File: src/rtl/safe_lock_ctrl.sv
// safe_lock_ctrl: keypad PIN lock sequencer.
// Consumes one scanner key code per cycle and runs PIN entry, the unlock
// window, PIN reprogramming and the failed-attempt lockout. All outputs are
// flops, so nothing on key_code reaches an output combinationally.
module safe_lock_ctrl #(
  parameter int                    CODE_LEN       = 4,
  parameter int                    MAX_FAILS      = 3,
  parameter int                    UNLOCK_CYCLES  = 500,
  parameter int                    LOCKOUT_CYCLES = 1000,
  parameter logic [CODE_LEN*4-1:0] DEFAULT_CODE   = 16'h1234
) (
  input  logic       clk,
  input  logic       rst,
  input  logic [3:0] key_code,
  output logic       unlock,
  output logic       lockout,
  output logic       prog_mode,
  output logic       err,
  output logic       prog_done,
  output logic [2:0] digit_cnt
);

  localparam int          EW           = CODE_LEN * 4;
  localparam logic [2:0]  CNT_FULL     = 3'(CODE_LEN);
  localparam logic [2:0]  FAIL_LIMIT   = 3'(MAX_FAILS);
  localparam logic [15:0] UNLOCK_LOAD  = 16'(UNLOCK_CYCLES - 1);
  localparam logic [15:0] LOCKOUT_LOAD = 16'(LOCKOUT_CYCLES - 1);

  localparam logic [3:0] KEY_ENTER = 4'd10;
  localparam logic [3:0] KEY_STAR  = 4'd11;

  typedef enum logic [2:0] {
    ST_ENTRY,
    ST_CHECK,
    ST_OPEN,
    ST_PROG,
    ST_LOCKOUT
  } state_t;

  state_t          state_q, state_d;
  logic [EW-1:0]   ebuf_q, ebuf_d;
  logic [2:0]      cnt_q, cnt_d;
  logic            ovf_q, ovf_d;
  logic [EW-1:0]   code_q, code_d;
  logic [2:0]      fail_q, fail_d;
  logic [15:0]     timer_q, timer_d;

  logic            unlock_q, unlock_d;
  logic            lockout_q, lockout_d;
  logic            prog_mode_q, prog_mode_d;
  logic            err_q, err_d;
  logic            prog_done_q, prog_done_d;

  // Key classification and the buffer contents a digit would produce.
  logic            is_digit, is_enter, is_star;
  logic [EW-1:0]   cap_ebuf;
  logic [2:0]      cap_cnt;
  logic            cap_ovf;
  logic            code_match;
  logic            buf_ready;
  logic [2:0]      fail_inc;
  logic            timer_zero;

  // Decode the scanner code; 12..15 (including idle 13) are not key events.
  always_comb begin
    is_digit = (key_code <= 4'd9);
    is_enter = (key_code == KEY_ENTER);
    is_star  = (key_code == KEY_STAR);
  end

  // Result of capturing the current digit: shift in while there is room,
  // otherwise drop it and remember the overflow so the attempt cannot match.
  always_comb begin
    cap_ebuf = ebuf_q;
    cap_cnt  = cnt_q;
    cap_ovf  = ovf_q;
    if (cnt_q < CNT_FULL) begin
      cap_ebuf = (ebuf_q << 4) | EW'(key_code);
      cap_cnt  = cnt_q + 3'd1;
    end else begin
      cap_ovf  = 1'b1;
    end
  end

  // Shared comparisons used by several states.
  always_comb begin
    buf_ready  = (cnt_q == CNT_FULL) && !ovf_q;
    code_match = buf_ready && (ebuf_q == code_q);
    fail_inc   = fail_q + 3'd1;
    timer_zero = (timer_q == 16'd0);
  end

  // Next-state, datapath and output decode.
  always_comb begin
    state_d = state_q;
    ebuf_d  = ebuf_q;
    cnt_d   = cnt_q;
    ovf_d   = ovf_q;
    code_d  = code_q;
    fail_d  = fail_q;
    timer_d = timer_q;
    err_d       = 1'b0;
    prog_done_d = 1'b0;

    case (state_q)
      ST_ENTRY: begin
        if (is_digit) begin
          ebuf_d = cap_ebuf;
          cnt_d  = cap_cnt;
          ovf_d  = cap_ovf;
        end else if (is_star) begin
          ebuf_d = '0;
          cnt_d  = 3'd0;
          ovf_d  = 1'b0;
        end else if (is_enter && (cnt_q != 3'd0)) begin
          state_d = ST_CHECK;
        end
      end

      ST_CHECK: begin
        // Single evaluation cycle; any key presented now is dropped.
        ebuf_d = '0;
        cnt_d  = 3'd0;
        ovf_d  = 1'b0;
        if (code_match) begin
          fail_d  = 3'd0;
          timer_d = UNLOCK_LOAD;
          state_d = ST_OPEN;
        end else begin
          err_d  = 1'b1;
          fail_d = fail_inc;
          if (fail_inc == FAIL_LIMIT) begin
            timer_d = LOCKOUT_LOAD;
            state_d = ST_LOCKOUT;
          end else begin
            state_d = ST_ENTRY;
          end
        end
      end

      ST_OPEN: begin
        // Expiry wins over a key arriving in the final cycle.
        if (timer_zero) begin
          state_d = ST_ENTRY;
        end else if (is_enter) begin
          state_d = ST_ENTRY;
        end else if (is_star) begin
          timer_d = UNLOCK_LOAD;
          state_d = ST_PROG;
        end else begin
          timer_d = timer_q - 16'd1;
        end
      end

      ST_PROG: begin
        // Every exit from PROG empties the buffer so partial digits never
        // leak into the next ENTRY attempt.
        if (timer_zero) begin
          ebuf_d  = '0;
          cnt_d   = 3'd0;
          ovf_d   = 1'b0;
          state_d = ST_ENTRY;
        end else if (is_digit) begin
          ebuf_d  = cap_ebuf;
          cnt_d   = cap_cnt;
          ovf_d   = cap_ovf;
          timer_d = UNLOCK_LOAD;
        end else if (is_enter) begin
          ebuf_d  = '0;
          cnt_d   = 3'd0;
          ovf_d   = 1'b0;
          timer_d = UNLOCK_LOAD;
          if (buf_ready) begin
            code_d      = ebuf_q;
            prog_done_d = 1'b1;
            state_d     = ST_ENTRY;
          end else begin
            // Back-to-back rejected enters would otherwise stretch err to
            // two cycles; the second rejection still clears the buffer.
            err_d = !err_q;
          end
        end else if (is_star) begin
          ebuf_d  = '0;
          cnt_d   = 3'd0;
          ovf_d   = 1'b0;
          state_d = ST_ENTRY;
        end else begin
          timer_d = timer_q - 16'd1;
        end
      end

      ST_LOCKOUT: begin
        if (timer_zero) begin
          fail_d  = 3'd0;
          state_d = ST_ENTRY;
        end else begin
          timer_d = timer_q - 16'd1;
        end
      end

      default: begin
        state_d = ST_ENTRY;
      end
    endcase

    // Level outputs follow the state being entered, so they are registered
    // in step with the state flop.
    unlock_d    = (state_d == ST_OPEN);
    lockout_d   = (state_d == ST_LOCKOUT);
    prog_mode_d = (state_d == ST_PROG);
  end

  // State, datapath and output registers with synchronous reset.
  always_ff @(posedge clk) begin
    if (rst) begin
      state_q     <= ST_ENTRY;
      ebuf_q      <= '0;
      cnt_q       <= 3'd0;
      ovf_q       <= 1'b0;
      code_q      <= DEFAULT_CODE;
      fail_q      <= 3'd0;
      timer_q     <= 16'd0;
      unlock_q    <= 1'b0;
      lockout_q   <= 1'b0;
      prog_mode_q <= 1'b0;
      err_q       <= 1'b0;
      prog_done_q <= 1'b0;
    end else begin
      state_q     <= state_d;
      ebuf_q      <= ebuf_d;
      cnt_q       <= cnt_d;
      ovf_q       <= ovf_d;
      code_q      <= code_d;
      fail_q      <= fail_d;
      timer_q     <= timer_d;
      unlock_q    <= unlock_d;
      lockout_q   <= lockout_d;
      prog_mode_q <= prog_mode_d;
      err_q       <= err_d;
      prog_done_q <= prog_done_d;
    end
  end

  assign unlock    = unlock_q;
  assign lockout   = lockout_q;
  assign prog_mode = prog_mode_q;
  assign err       = err_q;
  assign prog_done = prog_done_q;
  assign digit_cnt = cnt_q;

endmodule

File: config.mk
export PLATFORM = sky130hd
export DESIGN_NAME = safe_lock_ctrl
export DESIGN_NICKNAME = d
export VERILOG_FILES = /design/src/rtl/safe_lock_ctrl.sv
export SDC_FILE = /design/constraint.sdc
export NUM_CORES = 1
export LEC_CHECK = 0
export CELL_PAD_IN_SITES_DETAIL_PLACEMENT = 1
export CELL_PAD_IN_SITES_GLOBAL_PLACEMENT = 2
export CORE_ASPECT_RATIO = 0.5
export CORE_MARGIN = 3
export CORE_UTILIZATION = 40
export CTS_CLUSTER_DIAMETER = 150
export DETAILED_ROUTE_END_ITERATION = 8
export PLACE_DENSITY_LB_ADDON = 0.1
export SLEW_MARGIN = 10
export SYNTH_ARGS = -nofsm -noshare
export SYNTH_HDL_FRONTEND = slang
export SYNTH_SLANG_ARGS = --single-unit
File: constraint.sdc
create_clock -name clk -period 4.4 [get_ports clk]
set_input_delay 0.88 -clock clk [delete_from_list [all_inputs] [get_ports clk]]
set_output_delay 0.88 -clock clk [all_outputs]
set_load 0.02 [all_outputs]
* Yosys cells after proc, flatten, opt, wreduce, memory -nomap -nowiden
Index checks and enable logic that the tools add are counted.
** Storage, ports and cells
- Latch bits :: 0
- Input port bits :: 6
- Memories kept :: 0
- Register bits :: 63
- Logic and storage cells :: 113
- ROM bits :: 0
- RAM bits :: 0
- Output and inout bits :: 8
** Operators by class
- Shift operators :: 0
- Muxes and demuxes :: 57
- $mul :: 0
- Equality and inequality tests :: 19
- Bitwise logic cells :: 5
- Reduce and logical (&&, ||, !) cells :: 15
- Div/mod/pow operators :: 0
- $lt $le $gt $ge :: 2
- Add/subtract/negate cells :: 3
** Operators with widths (number)
- $mux W16 :: 16
- $mux W3 :: 22
- $pmux W16 S4 :: 1
- $pmux W16 S3 :: 1
- $eq A16 B16 Y1 :: 1
- $logic_not A16 Y1 :: 1
- $or A16 B4 Y16 :: 1
- $sub A16 B1 Y16 const B :: 1
- $eq A3 B2 Y1 const B :: 5
- $pmux W3 S5 :: 1
- $mux W1 :: 12
- $ne A2 B2 Y1 const B :: 5
- $eq A3 B3 Y1 const B :: 3
- $pmux W3 S3 :: 1
- $eq A4 B4 Y1 const B :: 2
- $reduce_and A7 Y1 :: 1
- $add A3 B1 Y3 const B :: 2
- $pmux W3 S2 :: 1
- $reduce_bool A3 Y1 :: 2
- $reduce_and A5 Y1 :: 1
- $reduce_or A5 Y1 :: 1
- $le A4 B4 Y1 const B :: 1
- $ne A4 B4 Y1 const B :: 1
- $not A1 Y1 :: 4
- 11 further kinds :: 14

* Logic depth before layout (Yosys ltp)
- Depth after elaboration :: 8
- Gate-level depth with buffers :: 10
- Depth with buffers taken out :: 8

* Worst setup path after synthesis
OpenSTA, ideal clock, no wires.
- Path kind :: input -> register
- From :: input key_code[0]
- To :: register timer_q[13]
- Stages on the path :: 7
- Arrival time :: 2.370 ns
- Path buffers :: 1
- Library setup time :: 0.069 ns
- Slack :: 1.961 ns
- Required time :: 4.331 ns
- Path through :: clkbuf_1 > nor2b_1 > o21ai_0 > a21boi_4 > o21ai_4 > or4_1 > o21ai_1
** Between the ends
- Longest elaborated chain between the ends :: 5
- Elaborated cells between the ends (all ways) :: 13
- Classes of those cells :: 1 x order compare; 4 x eq/ne; 7 x mux; 1 x reduce/logical
** Ends and longest elaborated chain
- from (decl) :: line 14 : input logic [3:0] key_code,
- parallel branches: the longest is 5 deep, another holds $le A4 B4 Y1
- to (signal assigned) :: line 235 : timer_q <= timer_d;
- to (decl) :: line 46 : logic [15:0] timer_q, timer_d;
Parallel ways; which one is timed is not known. The select of a mux whose other input is x is not followed.
A chain may end at the register's enable or synchronous reset.

* Worst setup path after layout
- From :: input key_code[0]
- To :: register timer_q[10]
The elaborated chain is that of the path after synthesis.

==> results.json <==
{
  "drc": 0,
  "r2r_start": "timer_q[0]",
  "grt_first_pass_wirelength_mm": 14.9,
  "synth-edff-count": 0,
  "crit_slowest_cell": "clkdlybuf4s50_1",
  "cts.reportedPaths.clkPinSlew_ns": 0.06,
  "powerDensity_nw_per_um2": 366,
  "final_cell_count_no_fill": 502,
  "async_flop_share_pct": 0,
  "dpl.hpwl_mm": 5.95,
  "synth_common_cells": "dfxtp_1 (63), nand2_1 (51), nor2_1 (46)",
  "coreArea_sq_um": 7620,
  "multiInputGateArea_sq_um": 1850,
  "cp-startpoint": "key_code[0]",
  "synthMostInstantiatedCell": "dfxtp_1",
  "wl_mm": 8.77,
  "vias": 2832,
  "syn_area_sq_um": 3260,
  "ys_ff_latch": 63,
  "ant_nets": 0,
  "start_util_pct": 42.7,
  "crit_end": "timer_q[10]",
  "chipWidth_microns": 134,
  "clock.fmax_mhz": 339,
  "ys_seq_area_share_pct": 38.7,
  "synth_top_area_cell": "dfxtp_1",
  "synth.area.top_cells": "dfxtp_1 (39%), nand2_1 (5.9%), nor2_1 (5.3%)",
  "grt_pass1_vias": 2904,
  "cts_tree": "done",
  "ys_types": 62,
  "drt_iter0_drc": 166,
  "drv_cap": 0,
  "seqCellArea_sq_um": 1260,
  "ir_drop_mv": 0.198,
  "tns_ns": 0,
  "synthCells": 383,
  "nNetsFinal": 401,
  "overflow": 0,
  "routabilityCongestion": 0.748,
  "leakagePower_uw": 0.00136,
  "cts_buffers": 9,
  "worstPathArrival_ns": 3.22,
  "max_stage_delay_ns": 0.64,
  "status": "completed",
  "hold_viol": 0,
  "slew_headroom_pct": 33.7,
  "htree_levels": 3,
  "worst-endpoint-required_ns": 4.66,
  "placed_cells": 486,
  "ff2ff_setup_slack_ns": 1.66,
  "period_minus_slack_ns": 2.95,
  "drive_above_1_share_pct": 10.9,
  "diodes": 0,
  "reg2reg_to": "timer_q[0]",
  "worst_slew_pin_slew_ns": 0.995,
  "rsz0062_at_grt": "false",
  "cts_resized": 0,
  "clock_sinks": 63,
  "endpoint_kind": "flop",
  "setup_violations": 0,
  "drv_slew": 0,
  "via_per_inst": 5.64,
  "antenna_found_initial": 0,
  "synth_warnings": 0,
  "fin_skew_ns": 0.00764,
  "cts_setup_buffers": 0,
  "synth_flop_cell": "dfxtp_1",
  "clk_latency_ns": 0.34,
  "clk_path_buf_depth": 2,
  "die_y_microns": 69.8,
  "fill_cells": 921,
  "clockRootBuffer": "clkbuf_16",
  "worstPathMaxFanout": 12,
  "track_usage_pct": 20.0,
  "pin_count": 14,
  "num_rows": 22,
  "avgSynthCellArea_sq_um": 8.51,
  "crit_path_cell_trace": "clkdlybuf4s50_1, a21oi_1, o2bb2ai_1, nand2b_1, o21ai_4, or4_1, o21ai_1",
  "synth_top_area_share_pct": 38.7,
  "period_share_pct": 67.1,
  "criticalPathCategory": "in -> reg",
  "die_area_sq_um": 9330,
  "grt_max_degree": 50,
  "area_delta_synth_final_pct": 14.2,
  "hold_class": "reg -> reg",
  "hold_buffers": 0,
  "rr_worst_depth": 8,
  "worst_setup_path_start_kind": "input pin",
  "port-buffer-count": 13,
  "syn_nets": 395,
  "first_pass_iters": 4,
  "routedWlPerCell_microns": 17.5
}
==> layer usage <==
| layer | share of wire, % | GRT usage, % |
|---|---|---|
| met5 | 0 | 0 |
| met4 | 0.62 | 3.99 |
| met3 | 3.9 | 6.81 |
| met2 | 48 | 32.2 |
| met1 | 48 | 26.1 |
==> worst min-delay path by stage <==
stage	startpoint	to	cells past startpoint
global placement	timer_q[13]	timer_q[13]	2
CTS	code_q[3]	code_q[3]	2
detailed placement	timer_q[13]	timer_q[13]	2
finish	code_q[3]	code_q[3]	2
global route	code_q[13]	code_q[13]	2
floorplan	timer_q[13]	timer_q[13]	2
==> area by class of cell <==
class	count	share of cell area (%)
multi-input combinational	286	49.6
sequential	63	33.9
clock buffer	9	6.05
timing repair buffer	16	3.97
tap	108	3.63
clock inverter	7	1.55
inverter	13	1.31
==> worst max-delay path: cells and delay by family <==
kind | cells | cell delay (ns)
simple gates | 2 | 1.04
compound gates | 4 | 0.65
buf+inv | 1 | 0.64
==> layout by cell type (no fill, tap or decap), drive strengths merged, types with 3 or more instances in the layout <==
master,instances
ha,6
inv,15
nor4,4
or4,9
nand4,4
xor2,5
a31o,3
nor2,47
nor3,6
nand2b,7
o221a,3
nand2,51
clkinvlp,3
nor3b,3
buf,4
a21oi,27
clkdlybuf4s50,12
nor2b,4
clkbuf,9
o21ai,10
o22ai,8
o32ai,5
nand3,14
a22oi,18
a221oi,6
or3,3
a211oi,5
dfxtp,63
xnor2,11
==> power breakdown <==
part           leakage, uW  switching (uW)  internal [uW]
Sequential        0.000509            11.5            580
Clock             0.000129             280            386
Combinational     0.000723            66.1           39.0
==> metrics by stage <==
stage	hold WS, ns	setup WS (ns)	instance area, sq um	power (uW)	util, %
finish	0.470	1.45	3720	1360	48.8
detailed placement	0.460	1.14	3440	709	45.1
floorplan	0.435	1.96	3260	673	-
CTS	0.471	1.46	3720	1380	48.8
global route	0.501	1.23	3720	1430	48.8
global placement	0.454	1.18	3440	705	45.1
==> state kept, by name, indices dropped and copies added (netlist names) <==
signal and flops:
err 1, fail_q 3, unlock 1, timer_q 16
state_q 3, prog_done 1, ovf_q 1, ebuf_q 16
digit_cnt 3, prog_mode 1, code_q 16, lockout 1
==> cells by family (layout without fill, tap and decap cells) <==
kind of cell | count (synthesis) | after routing | share of synthesized area, %
buffers and inverters | 34 | 45 | 4.65
DFF | 63 | 63 | 38.7
AOI/OAI and AO/OA | 100 | 100 | 23.4
xor gates and xnor gates | 16 | 16 | 4.30
adders and majority gates | 6 | 6 | 2.30
and+or+nand+nor | 164 | 164 | 26.6
Note: power is estimated with default switching activity, not from simulation.
